**config.mk**
```make
export PLATFORM = sky130hd
export DESIGN_NAME = pcie_egress_scheduler
export DESIGN_NICKNAME = d
export VERILOG_FILES = /design/src/rtl/pcie_egress_scheduler_pkg.sv /design/src/rtl/pcie_egress_rr_arbiter.sv /design/src/rtl/pcie_egress_scheduler.sv
export SDC_FILE = /design/constraint.sdc
export NUM_CORES = 1
export LEC_CHECK = 0
export BUFFER_PORTS_ARGS = -buffer_cell sky130_fd_sc_hd__buf_2
export CORE_AREA = 2 2 194 196
export CTS_BUF_LIST = sky130_fd_sc_hd__clkbuf_2
export CTS_CLUSTER_DIAMETER = 30
export DETAILED_ROUTE_END_ITERATION = 8
export DIE_AREA = 0 0 196 198
export GPL_TIMING_DRIVEN = 0
export PLACE_DENSITY_LB_ADDON = 0.3
export SLEW_MARGIN = 25
export SYNTH_ARGS = -nofsm -noshare
export SYNTH_HDL_FRONTEND = slang
export SYNTH_HIERARCHICAL = 1
export SYNTH_SLANG_ARGS = --single-unit
```
**constraint.sdc**
```tcl
create_clock -name clk -period 5.3 [get_ports clk]
set_clock_uncertainty 0.05 [all_clocks]
set_input_delay 0.265 -clock clk [delete_from_list [all_inputs] [get_ports clk]]
set_output_delay 0.265 -clock clk [all_outputs]
set_load 0.05 [all_outputs]
```
**src/rtl/pcie_egress_scheduler_pkg.sv**
```systemverilog
// rtl/pcie_egress_scheduler_pkg.sv - shared ids, FSM states and header field widths
// for the PCIe egress scheduler (optional build macro: PCIE_EGRESS_CPL_PRIORITY_EN).
package pcie_egress_scheduler_pkg;

  localparam logic [1:0] EGR_ID_CPL = 2'd0;
  localparam logic [1:0] EGR_ID_WR  = 2'd1;
  localparam logic [1:0] EGR_ID_RD  = 2'd2;

  localparam int EGR_CMD_W   = 8;
  localparam int EGR_FLAGS_W = 14;
  localparam int EGR_ADDR_W  = 64;
  localparam int EGR_RID_W   = 16;
  localparam int EGR_TAG_W   = 8;
  localparam int EGR_CNT_W   = 10;

  typedef enum logic [1:0] {
    ST_IDLE    = 2'd0,
    ST_ISSUE   = 2'd1,
    ST_RELEASE = 2'd2
  } egr_state_t;

  typedef struct packed {
    logic [EGR_CMD_W-1:0]   command;
    logic [EGR_FLAGS_W-1:0] flags;
    logic [EGR_ADDR_W-1:0]  address;
    logic [EGR_RID_W-1:0]   requester_id;
    logic [EGR_TAG_W-1:0]   tag;
    logic [EGR_CNT_W-1:0]   dword_cnt;
  } egr_hdr_t;

  function automatic logic [1:0] egr_next_id(input logic [1:0] id);
    return (id == EGR_ID_RD) ? EGR_ID_CPL : id + 2'd1;
  endfunction

endpackage

```
**src/rtl/pcie_egress_rr_arbiter.sv**
```systemverilog
// rtl/pcie_egress_rr_arbiter.sv - 3-way round-robin pick with optional CPL priority
// override (PCIE_EGRESS_CPL_PRIORITY_EN).
module pcie_egress_rr_arbiter
  import pcie_egress_scheduler_pkg::*;
(
  input  logic [2:0] req,
  input  logic [1:0] last_grant,
  output logic [2:0] gnt_onehot,
  output logic [1:0] gnt_id,
  output logic       gnt_valid,
  output logic       ptr_update
);

  logic [2:0] rr_req;
  logic [1:0] c0, c1, c2;

  assign c0 = egr_next_id(last_grant);
  assign c1 = egr_next_id(c0);
  assign c2 = egr_next_id(c1);

  always_comb begin
    rr_req     = req;
    gnt_id     = EGR_ID_CPL;
    gnt_valid  = 1'b0;
    ptr_update = 1'b0;
`ifdef PCIE_EGRESS_CPL_PRIORITY_EN
    // CPL bypasses the rotation entirely and leaves the pointer alone.
    rr_req[EGR_ID_CPL] = 1'b0;
`endif
    if (rr_req[c0]) begin
      gnt_id     = c0;
      gnt_valid  = 1'b1;
      ptr_update = 1'b1;
    end else if (rr_req[c1]) begin
      gnt_id     = c1;
      gnt_valid  = 1'b1;
      ptr_update = 1'b1;
    end else if (rr_req[c2]) begin
      gnt_id     = c2;
      gnt_valid  = 1'b1;
      ptr_update = 1'b1;
    end
`ifdef PCIE_EGRESS_CPL_PRIORITY_EN
    if (req[EGR_ID_CPL]) begin
      gnt_id     = EGR_ID_CPL;
      gnt_valid  = 1'b1;
      ptr_update = 1'b0;
    end
`endif
    gnt_onehot = gnt_valid ? (3'b001 << gnt_id) : 3'b000;
  end

endmodule

```
**src/rtl/pcie_egress_scheduler.sv**
```systemverilog
// rtl/pcie_egress_scheduler.sv - shares the egress TLP engine between CPL/WR/RD requesters;
// optional build macro PCIE_EGRESS_CPL_PRIORITY_EN gives CPL strict priority.
module pcie_egress_scheduler
  import pcie_egress_scheduler_pkg::*;
#(
  parameter int WDOG_W = 16
) (
  input  logic        clk,
  input  logic        rst_n,
  input  logic        i_cpl_req,
  input  logic        i_wr_req,
  input  logic        i_rd_req,
  input  logic [7:0]  i_cpl_command,
  input  logic [7:0]  i_wr_command,
  input  logic [7:0]  i_rd_command,
  input  logic [13:0] i_cpl_flags,
  input  logic [13:0] i_wr_flags,
  input  logic [13:0] i_rd_flags,
  input  logic [63:0] i_cpl_address,
  input  logic [63:0] i_wr_address,
  input  logic [63:0] i_rd_address,
  input  logic [15:0] i_cpl_requester_id,
  input  logic [15:0] i_wr_requester_id,
  input  logic [15:0] i_rd_requester_id,
  input  logic [7:0]  i_cpl_tag,
  input  logic [7:0]  i_wr_tag,
  input  logic [7:0]  i_rd_tag,
  input  logic [9:0]  i_cpl_dword_cnt,
  input  logic [9:0]  i_wr_dword_cnt,
  input  logic [9:0]  i_rd_dword_cnt,
  output logic        o_cpl_gnt,
  output logic        o_wr_gnt,
  output logic        o_rd_gnt,
  output logic        o_cpl_done,
  output logic        o_wr_done,
  output logic        o_rd_done,
  output logic        o_egress_enable,
  input  logic        i_egress_finished,
  output logic [7:0]  o_egress_command,
  output logic [13:0] o_egress_flags,
  output logic [63:0] o_egress_address,
  output logic [15:0] o_egress_requester_id,
  output logic [7:0]  o_egress_tag,
  output logic [9:0]  o_egress_req_dword_cnt,
  output logic [1:0]  o_egress_data_sel,
  output logic        o_busy,
  output logic        o_stall,
  output logic [1:0]  o_state
);

  egr_state_t        state_q, state_d;
  logic [1:0]        owner_q;
  logic [1:0]        last_grant_q;
  egr_hdr_t          hdr_q, hdr_sel;
  logic [2:0]        done_q;
  logic [WDOG_W-1:0] wdog_q;
  logic [2:0]        arb_onehot;
  logic [1:0]        arb_id;
  logic              arb_valid;
  logic              arb_ptr_update;
  logic [2:0]        gnt_vec;
  logic              grant_now;
  logic              wdog_sat;

  pcie_egress_rr_arbiter u_arb (
    .req        ({i_rd_req, i_wr_req, i_cpl_req}),
    .last_grant (last_grant_q),
    .gnt_onehot (arb_onehot),
    .gnt_id     (arb_id),
    .gnt_valid  (arb_valid),
    .ptr_update (arb_ptr_update)
  );

  always_comb begin
    hdr_sel = '0;
    case (arb_id)
      EGR_ID_CPL: hdr_sel = '{i_cpl_command, i_cpl_flags, i_cpl_address,
                              i_cpl_requester_id, i_cpl_tag, i_cpl_dword_cnt};
      EGR_ID_WR:  hdr_sel = '{i_wr_command, i_wr_flags, i_wr_address,
                              i_wr_requester_id, i_wr_tag, i_wr_dword_cnt};
      EGR_ID_RD:  hdr_sel = '{i_rd_command, i_rd_flags, i_rd_address,
                              i_rd_requester_id, i_rd_tag, i_rd_dword_cnt};
      default:    hdr_sel = '0;
    endcase
  end

  assign grant_now = (state_q == ST_IDLE) && arb_valid && (arb_onehot != 3'b000);
  assign wdog_sat  = (wdog_q == {WDOG_W{1'b1}});

  always_ff @(posedge clk or negedge rst_n) begin
    if (!rst_n) state_q <= ST_IDLE;
    else        state_q <= state_d;
  end

  always_comb begin
    state_d = state_q;
    case (state_q)
      ST_IDLE:    if (grant_now) state_d = ST_ISSUE;
      ST_ISSUE:   if (i_egress_finished) state_d = ST_RELEASE;
      // The engine keeps finished high for a cycle after enable drops.
      ST_RELEASE: if (!i_egress_finished) state_d = ST_IDLE;
      default:    state_d = ST_IDLE;
    endcase
  end

  always_ff @(posedge clk or negedge rst_n) begin
    if (!rst_n) begin
      owner_q      <= EGR_ID_CPL;
      last_grant_q <= EGR_ID_RD;
      hdr_q        <= '0;
      done_q       <= 3'b000;
      wdog_q       <= '0;
    end else begin
      done_q <= 3'b000;
      if (grant_now) begin
        owner_q <= arb_id;
        hdr_q   <= hdr_sel;
        wdog_q  <= '0;
        if (arb_ptr_update) last_grant_q <= arb_id;
      end
      if (state_q == ST_ISSUE) begin
        if (!wdog_sat) wdog_q <= wdog_q + {{(WDOG_W-1){1'b0}}, 1'b1};
        if (i_egress_finished) done_q <= 3'b001 << owner_q;
      end
    end
  end

  always_comb begin
    o_busy          = (state_q != ST_IDLE);
    o_egress_enable = (state_q == ST_ISSUE);
    o_stall         = (state_q == ST_ISSUE) && wdog_sat;
    o_state         = state_q;
    gnt_vec         = o_busy ? (3'b001 << owner_q) : 3'b000;
    o_egress_data_sel = o_busy ? owner_q : EGR_ID_CPL;
  end

  assign o_cpl_gnt  = gnt_vec[EGR_ID_CPL];
  assign o_wr_gnt   = gnt_vec[EGR_ID_WR];
  assign o_rd_gnt   = gnt_vec[EGR_ID_RD];
  assign o_cpl_done = done_q[EGR_ID_CPL];
  assign o_wr_done  = done_q[EGR_ID_WR];
  assign o_rd_done  = done_q[EGR_ID_RD];

  assign o_egress_command       = hdr_q.command;
  assign o_egress_flags         = hdr_q.flags;
  assign o_egress_address       = hdr_q.address;
  assign o_egress_requester_id  = hdr_q.requester_id;
  assign o_egress_tag           = hdr_q.tag;
  assign o_egress_req_dword_cnt = hdr_q.dword_cnt;

endmodule

```
## Word level (Yosys, flattened, before mapping)

Index checks and enable logic that the tools add are counted.

| storage, ports and cells | value |
|---|---|
| register bits | 145 |
| bits of input ports | 366 |
| output and inout port bits | 133 |
| logic and storage cells | 68 |

| operators by class | value |
|---|---|
| add/sub/neg operators | 4 |
| $lt $le $gt $ge | 3 |
| equality and inequality tests | 11 |
| shift operators | 2 |
| muxes and demuxes | 28 |
| reduce and logical (&&, ||, !) cells | 9 |

Operators with widths:

| kind | count |
|---|---|
| $pmux 120 s3 | 1 |
| $mux 16 | 3 |
| $mux 2 | 10 |
| $add 16x1->16 const B | 1 |
| $eq 16x16->1 const B | 1 |
| $mux 3 | 4 |
| $eq 2x2->1 const B | 5 |
| $lt 2x3->1 const B | 3 |
| $add 2x1->2 const B | 3 |
| $bmux 1 s2 | 3 |
| $mux 1 | 6 |
| $pmux 2 s3 | 1 |
| $shl 1x2->3 const A | 2 |
| $eq 2x1->1 const B | 2 |
| $logic_not 2->1 | 2 |
| $ne 2x2->1 const B | 2 |
| $logic_and 1x1->1 | 3 |
| $reduce_and 3->1 | 1 |
| $reduce_bool 3->1 | 1 |
| $ne 2x1->1 const B | 1 |
| $reduce_and 2->1 | 1 |
| $reduce_bool 2->1 | 1 |

## Logic depth before layout (Yosys ltp)

| logic depth | value |
|---|---|
| word-level depth | 18 |
| depth in mapped cells | 9 |

## Hierarchy

Netlist, hierarchy kept.

By module, submodules not included:

| module | instances | cells an instance | area an instance (µm²) |
|---|---|---|---|
| pcie_egress_scheduler | 1 | 930 | 7990.2 |
| pcie_egress_rr_arbiter | 1 | 13 | 93.8 |

## Worst setup path after synthesis

No wires, ideal clock.

| timing | value |
|---|---|
| path type | register to output |
| start | register state_q[1] (netlist: o_state[1]) |
| end | output port o_stall |
| data arrival time | 2103 ps |
| required time | 4985 ps |
| slack | 2882 ps |
| stages on the path, launching flop included | 6 |
| cell sequence | dfrtp_1 nand2b_1 clkbuf_1 clkinv_1 nand2_1 nor2_1 |

| on the way | value |
|---|---|
| word-level cells in the longest chain between the ends | 2 |

Ends and longest elaborated chain:

| what | RTL line | text |
|---|---|---|
| from (decl) | pcie_egress_scheduler.sv:51 | `egr_state_t state_q, state_d;` |
| from (signal assigned) | pcie_egress_scheduler.sv:92 | `else state_q <= state_d;` |
| $eq 2x1->1 | n/a |  |
| named net o_egress_enable | pcie_egress_scheduler.sv:37 | `output logic o_egress_enable,` |
| $logic_and 1x1->1 | pcie_egress_scheduler.sv:131 | `o_stall = (state_q == ST_ISSUE) && wdog_sat;` |
| to (decl) | pcie_egress_scheduler.sv:47 | `output logic o_stall,` |

The timed path passes the listed nets, and every way through them passes these cells.

## Worst setup path in the final report

| timing | value |
|---|---|
| start | register last_grant_q[1] |
| end | register hdr_q (netlist bit o_egress_tag[5]) |

| on the way | value |
|---|---|
| word-level cells in the longest chain between the ends | 15 |
| elaborated cells on any way between the ends | 30 |

Ends and longest elaborated chain:

| what | RTL line | text |
|---|---|---|
| from (decl) | pcie_egress_scheduler.sv:53 | `logic [1:0] last_grant_q;` |
| from (signal assigned) | pcie_egress_scheduler.sv:119 | `if (arb_ptr_update) last_grant_q <= arb_id;` |
| $add 2x1->2 or $eq 2x2->1 (tied branches) | pcie_egress_scheduler_pkg.sv:32 | `return (id == EGR_ID_RD) ? EGR_ID_CPL : id + 2'd1;` |
| $mux 2 * | pcie_egress_scheduler_pkg.sv:32 |  |
| $add 2x1->2 or $eq 2x2->1 (tied branches) | pcie_egress_scheduler_pkg.sv:32 |  |
| $mux 2 | pcie_egress_scheduler_pkg.sv:32 |  |
| $add 2x1->2 or $eq 2x2->1 (tied branches) | pcie_egress_scheduler_pkg.sv:32 |  |
| $mux 2 | pcie_egress_scheduler_pkg.sv:32 |  |
| $bmux 1 s2 | pcie_egress_rr_arbiter.sv:38 | `end else if (rr_req[c2]) begin` |
| $mux 1 (not written as such) | pcie_egress_rr_arbiter.sv:38 |  |
| $mux 2 | pcie_egress_rr_arbiter.sv:38 |  |
| $mux 2 | pcie_egress_rr_arbiter.sv:34 | `end else if (rr_req[c1]) begin` |
| $mux 2 * | pcie_egress_rr_arbiter.sv:30 | `if (rr_req[c0]) begin` |
| named net arb_id[1] | pcie_egress_scheduler.sv:58 | `logic [1:0] arb_id;` |
| $shl 1x2->3 | pcie_egress_rr_arbiter.sv:50 | `gnt_onehot = gnt_valid ? (3'b001 << gnt_id) : 3'b000;` |
| $mux 3 | pcie_egress_rr_arbiter.sv:50 |  |
| $reduce_bool 3->1 | pcie_egress_scheduler.sv:87 | `assign grant_now = (state_q == ST_IDLE) && arb_valid && (arb_onehot != 3'b000);` |
| $logic_and 1x1->1 | pcie_egress_scheduler.sv:87 |  |
| to (signal assigned) | pcie_egress_scheduler.sv:117 | `hdr_q <= hdr_sel;` |
| to (decl) | pcie_egress_scheduler.sv:54 | `egr_hdr_t hdr_q, hdr_sel;` |

The timed path passes the listed nets; every way through them passes the cells marked *. The select of a mux whose other input is x is not followed.
A chain may end at the register's enable or synchronous reset.

==> impl_metrics.env <==
export IMPL_crit_path_end="o_egress_tag[5]"
export IMPL_hold_viol_final=0
export IMPL_cts_root_buf="clkbuf_2"
export IMPL_io_buffers=498
export IMPL_drt_wl_total_um=36200
export IMPL_yosysWarnings=6
export IMPL_cts_setup_buffers=0
export IMPL_place_area_sq_um=11200
export IMPL_grt_pass1_vias=9698
export IMPL_dr_pass1_iters=5
export IMPL_r2r_start="last_grant_q[1]"
export IMPL_yosys_register_bits=145
export IMPL_clkLatencyLatePin_ns=0.72
export IMPL_fp_row_count=71
export IMPL_critPathMaxStageDelay_ns=0.82
export IMPL_yosysUniqueCellTypes=44
export IMPL_slew_violations=0
export IMPL_antenna_found_initial=1
export IMPL_wire_per_inst_um=16.5
export IMPL_cp_cell_sequence="and2b_4 -> a22o_1 -> clkbuf_1 -> nor2b_1 -> clkbuf_1 -> clkbuf_1 -> a21oi_1 -> dlygate4sd3_1 -> o21ai_0"
export IMPL_seq_area_frac_synth_pct=44.9
export IMPL_final_area_sq_um=13900
export IMPL_rsz0062_at_grt="false"
export IMPL_cp_end_kind="flop"
export IMPL_fin_crit_sh_pct=76.6
export IMPL_dieArea_sq_um=38800
export IMPL_cp_max_fo=10
export IMPL_required_ns=5.88
export IMPL_grt_overflow=0
export IMPL_drive_above_1_share_pct=33.5
export IMPL_rr_endpoint="o_egress_tag[5]"
export IMPL_crit_start="last_grant_q[1]"
export IMPL_min_delay_start="i_cpl_address[20]"
export IMPL_core_area_sq_um=37000
export IMPL_numCtsBuffers=17
export IMPL_drt_iter0_drc=491
export IMPL_drc_errors=0
export IMPL_layout_min_cycle_time_ns=4.06
export IMPL_clkTransAtPathRegs_ns=0.21
export IMPL_dp_final_hpwl_um=27100
export IMPL_avgSynthCellArea_sq_um=8.57
export IMPL_die_h_um=198
export IMPL_cts_tree="yes"
export IMPL_synth_area_sq_um=8080
export IMPL_relSlewSlack_pct=32.0
export IMPL_cts_htree_levels=4
export IMPL_grtUsageTotal_pct=18.0
export IMPL_peakVddDrop_mv=0.208
export IMPL_status="complete, no violations"
export IMPL_clk_path_buf_depth=2
export IMPL_initial_core_util_pct=21.9
export IMPL_num_vias=9942
export IMPL_io_pins=499
export IMPL_hp_class="in2reg"
export IMPL_avgViaCountPerCell=4.54
export IMPL_pwr_density_cell_nw_per_um2=548
export IMPL_setup_viol=0
export IMPL_synth_edf_count=0
export IMPL_syn_inst=943
export IMPL_r2r_slack_ns=1.24
export IMPL_layout_nets=2071
export IMPL_fmax_mhz=246
export IMPL_p_total_mw=7.64
export IMPL_startpoint_type="flop"
export IMPL_critPathMostFrequentCell="clkbuf_1"
export IMPL_critical_path_top_delay_family="buffers and inverters"
export IMPL_ys_flop_type="dfrtp_1"
export IMPL_area_delta_synth_final_pct=72.4
export IMPL_p_leak_nw=6.95
export IMPL_grt_max_degree=75
export IMPL_fp_dieW_um=196
export IMPL_drv_cap=0
export IMPL_synthArstFlopShare_pct=100
export IMPL_layout_commonest_cell="buf_2"
export IMPL_cts_sinks=145
export IMPL_cp_depth=9
export IMPL_fin_tns_setup_ns=0
export IMPL_globalplace_congestion=0.912
export IMPL_grt_pass1_wl_um=53500
export IMPL_arrival_ns=4.64
export IMPL_ff2ff_path_depth=9
export IMPL_path_class="reg2reg"
export IMPL_synth_fp_nets=1310
export IMPL_cp_num_buf_inv=4
export IMPL_worst_pin_slew_ns=1.02
export IMPL_layout_common_cells="514 x buf_2, 242 x dlygate4sd3_1, 144 x dfrtp_1"
export IMPL_cp_slowest_cell="clkbuf_1"
export IMPL_antenna_left=0
[sequential cells by signal, summed over array words and instances, names as in the netlist]
signal,count
o_egress_address,64
o_egress_requester_id,16
wdog_q,16
o_egress_flags,14
o_egress_req_dword_cnt,10
o_egress_command,8
o_egress_tag,8
done_q,3
last_grant_q,2
o_state,2
owner_q,2
[stage by stage]
| stage | hold WS [ns] | util [%] | std cells | setup WS, ns |
|---|---|---|---|---|
| final | 0.0903 | 37.7 | 2191 | 1.24 |
| after global routing | 0.0975 | 37.7 | 2191 | 1.00 |
| after CTS | 0.0120 | 37.7 | 2190 | 1.11 |
| after detailed placement | 0.213 | 30.3 | 1916 | 1.69 |
| after global placement | 0.408 | 30.2 | 1915 | 1.68 |
| after floorplan | -0.0806 | - | 943 | 2.88 |
[worst min-delay path, stage by stage]
cell and delay, ns:
buf_2 0.08, mux2i_1 0.12, nor2_1 0.13, a21oi_1 0.06, o21ai_0 0.17
[worst min-delay path by stage]
stage / endpoint / depth (start not counted) / slack (ns)
2_1_floorplan: done_q[0] / 0 / -0.08
3_3_place_gp: o_egress_req_dword_cnt[4] / 2 / 0.41
4_1_cts: o_egress_address[20] / 5 / 0.01
6_report: o_egress_address[20] / 5 / 0.09
5_1_grt: o_egress_address[20] / 5 / 0.1
3_5_place_dp: o_egress_address[63] / 1 / 0.21
[synth_stat cells (all sizes together), types with 3 or more instances]
master,count,area (sq um)
o21ai,126,631
a22o,3,26.3
a21o,4,30.0
mux2i,123,1230
and3,6,40.0
nor2,131,492
buf,33,235
dfrtp,144,3600
a211o,3,26.3
a21oi,124,621
nor4,3,33.8
or3,3,18.8
nor3,7,35.0
nor2b,4,25.0
nand2,143,537
clkbuf,39,146
nand3,14,75.1
a31oi,4,31.3
nand2b,6,37.5
[metal layers]
layer  part of all wire, %  track usage (%)
met5                     0                0
met4                   1.8             4.88
met3                   5.7             2.81
met2                    51             32.0
met1                    42             22.6
[layout make-up]
class | instances | area [sq um]
multi-input combinational | 724 | 4070
tap | 474 | 593
inverter | 2 | 7.51
clock inverter | 13 | 186
antenna | 1 | 2.50
buffer | 72 | 383
fill | 3869 | 23000
clock buffer | 18 | 90.1
sequential | 145 | 3630
timing repair buffer | 742 | 4980
[timing repair]
action	CTS	global route
hold endpoints to repair	269	0
resized for setup	0	0
hold buffers	243	0
[logic make-up after synthesis]
logic type | synth area share, %
and+or+nand+nor | 16.5
AOI/OAI and AO/OA | 18.1
DFF | 44.9
muxes | 15.5
buffers and inverters | 4.81
xor gates and xnor gates | 0.108
adders and majority gates | 0.155
[power by group]
group / total (mW) / internal [mW] / switching (mW)
Clock: 0.766 / 0.312 / 0.454
Sequential: 1.83 / 1.57 / 0.259
Combinational: 5.04 / 1.62 / 3.42
Total: 7.64 / 3.50 / 4.13
No activity file was read; power rests on OpenSTA's default activity.
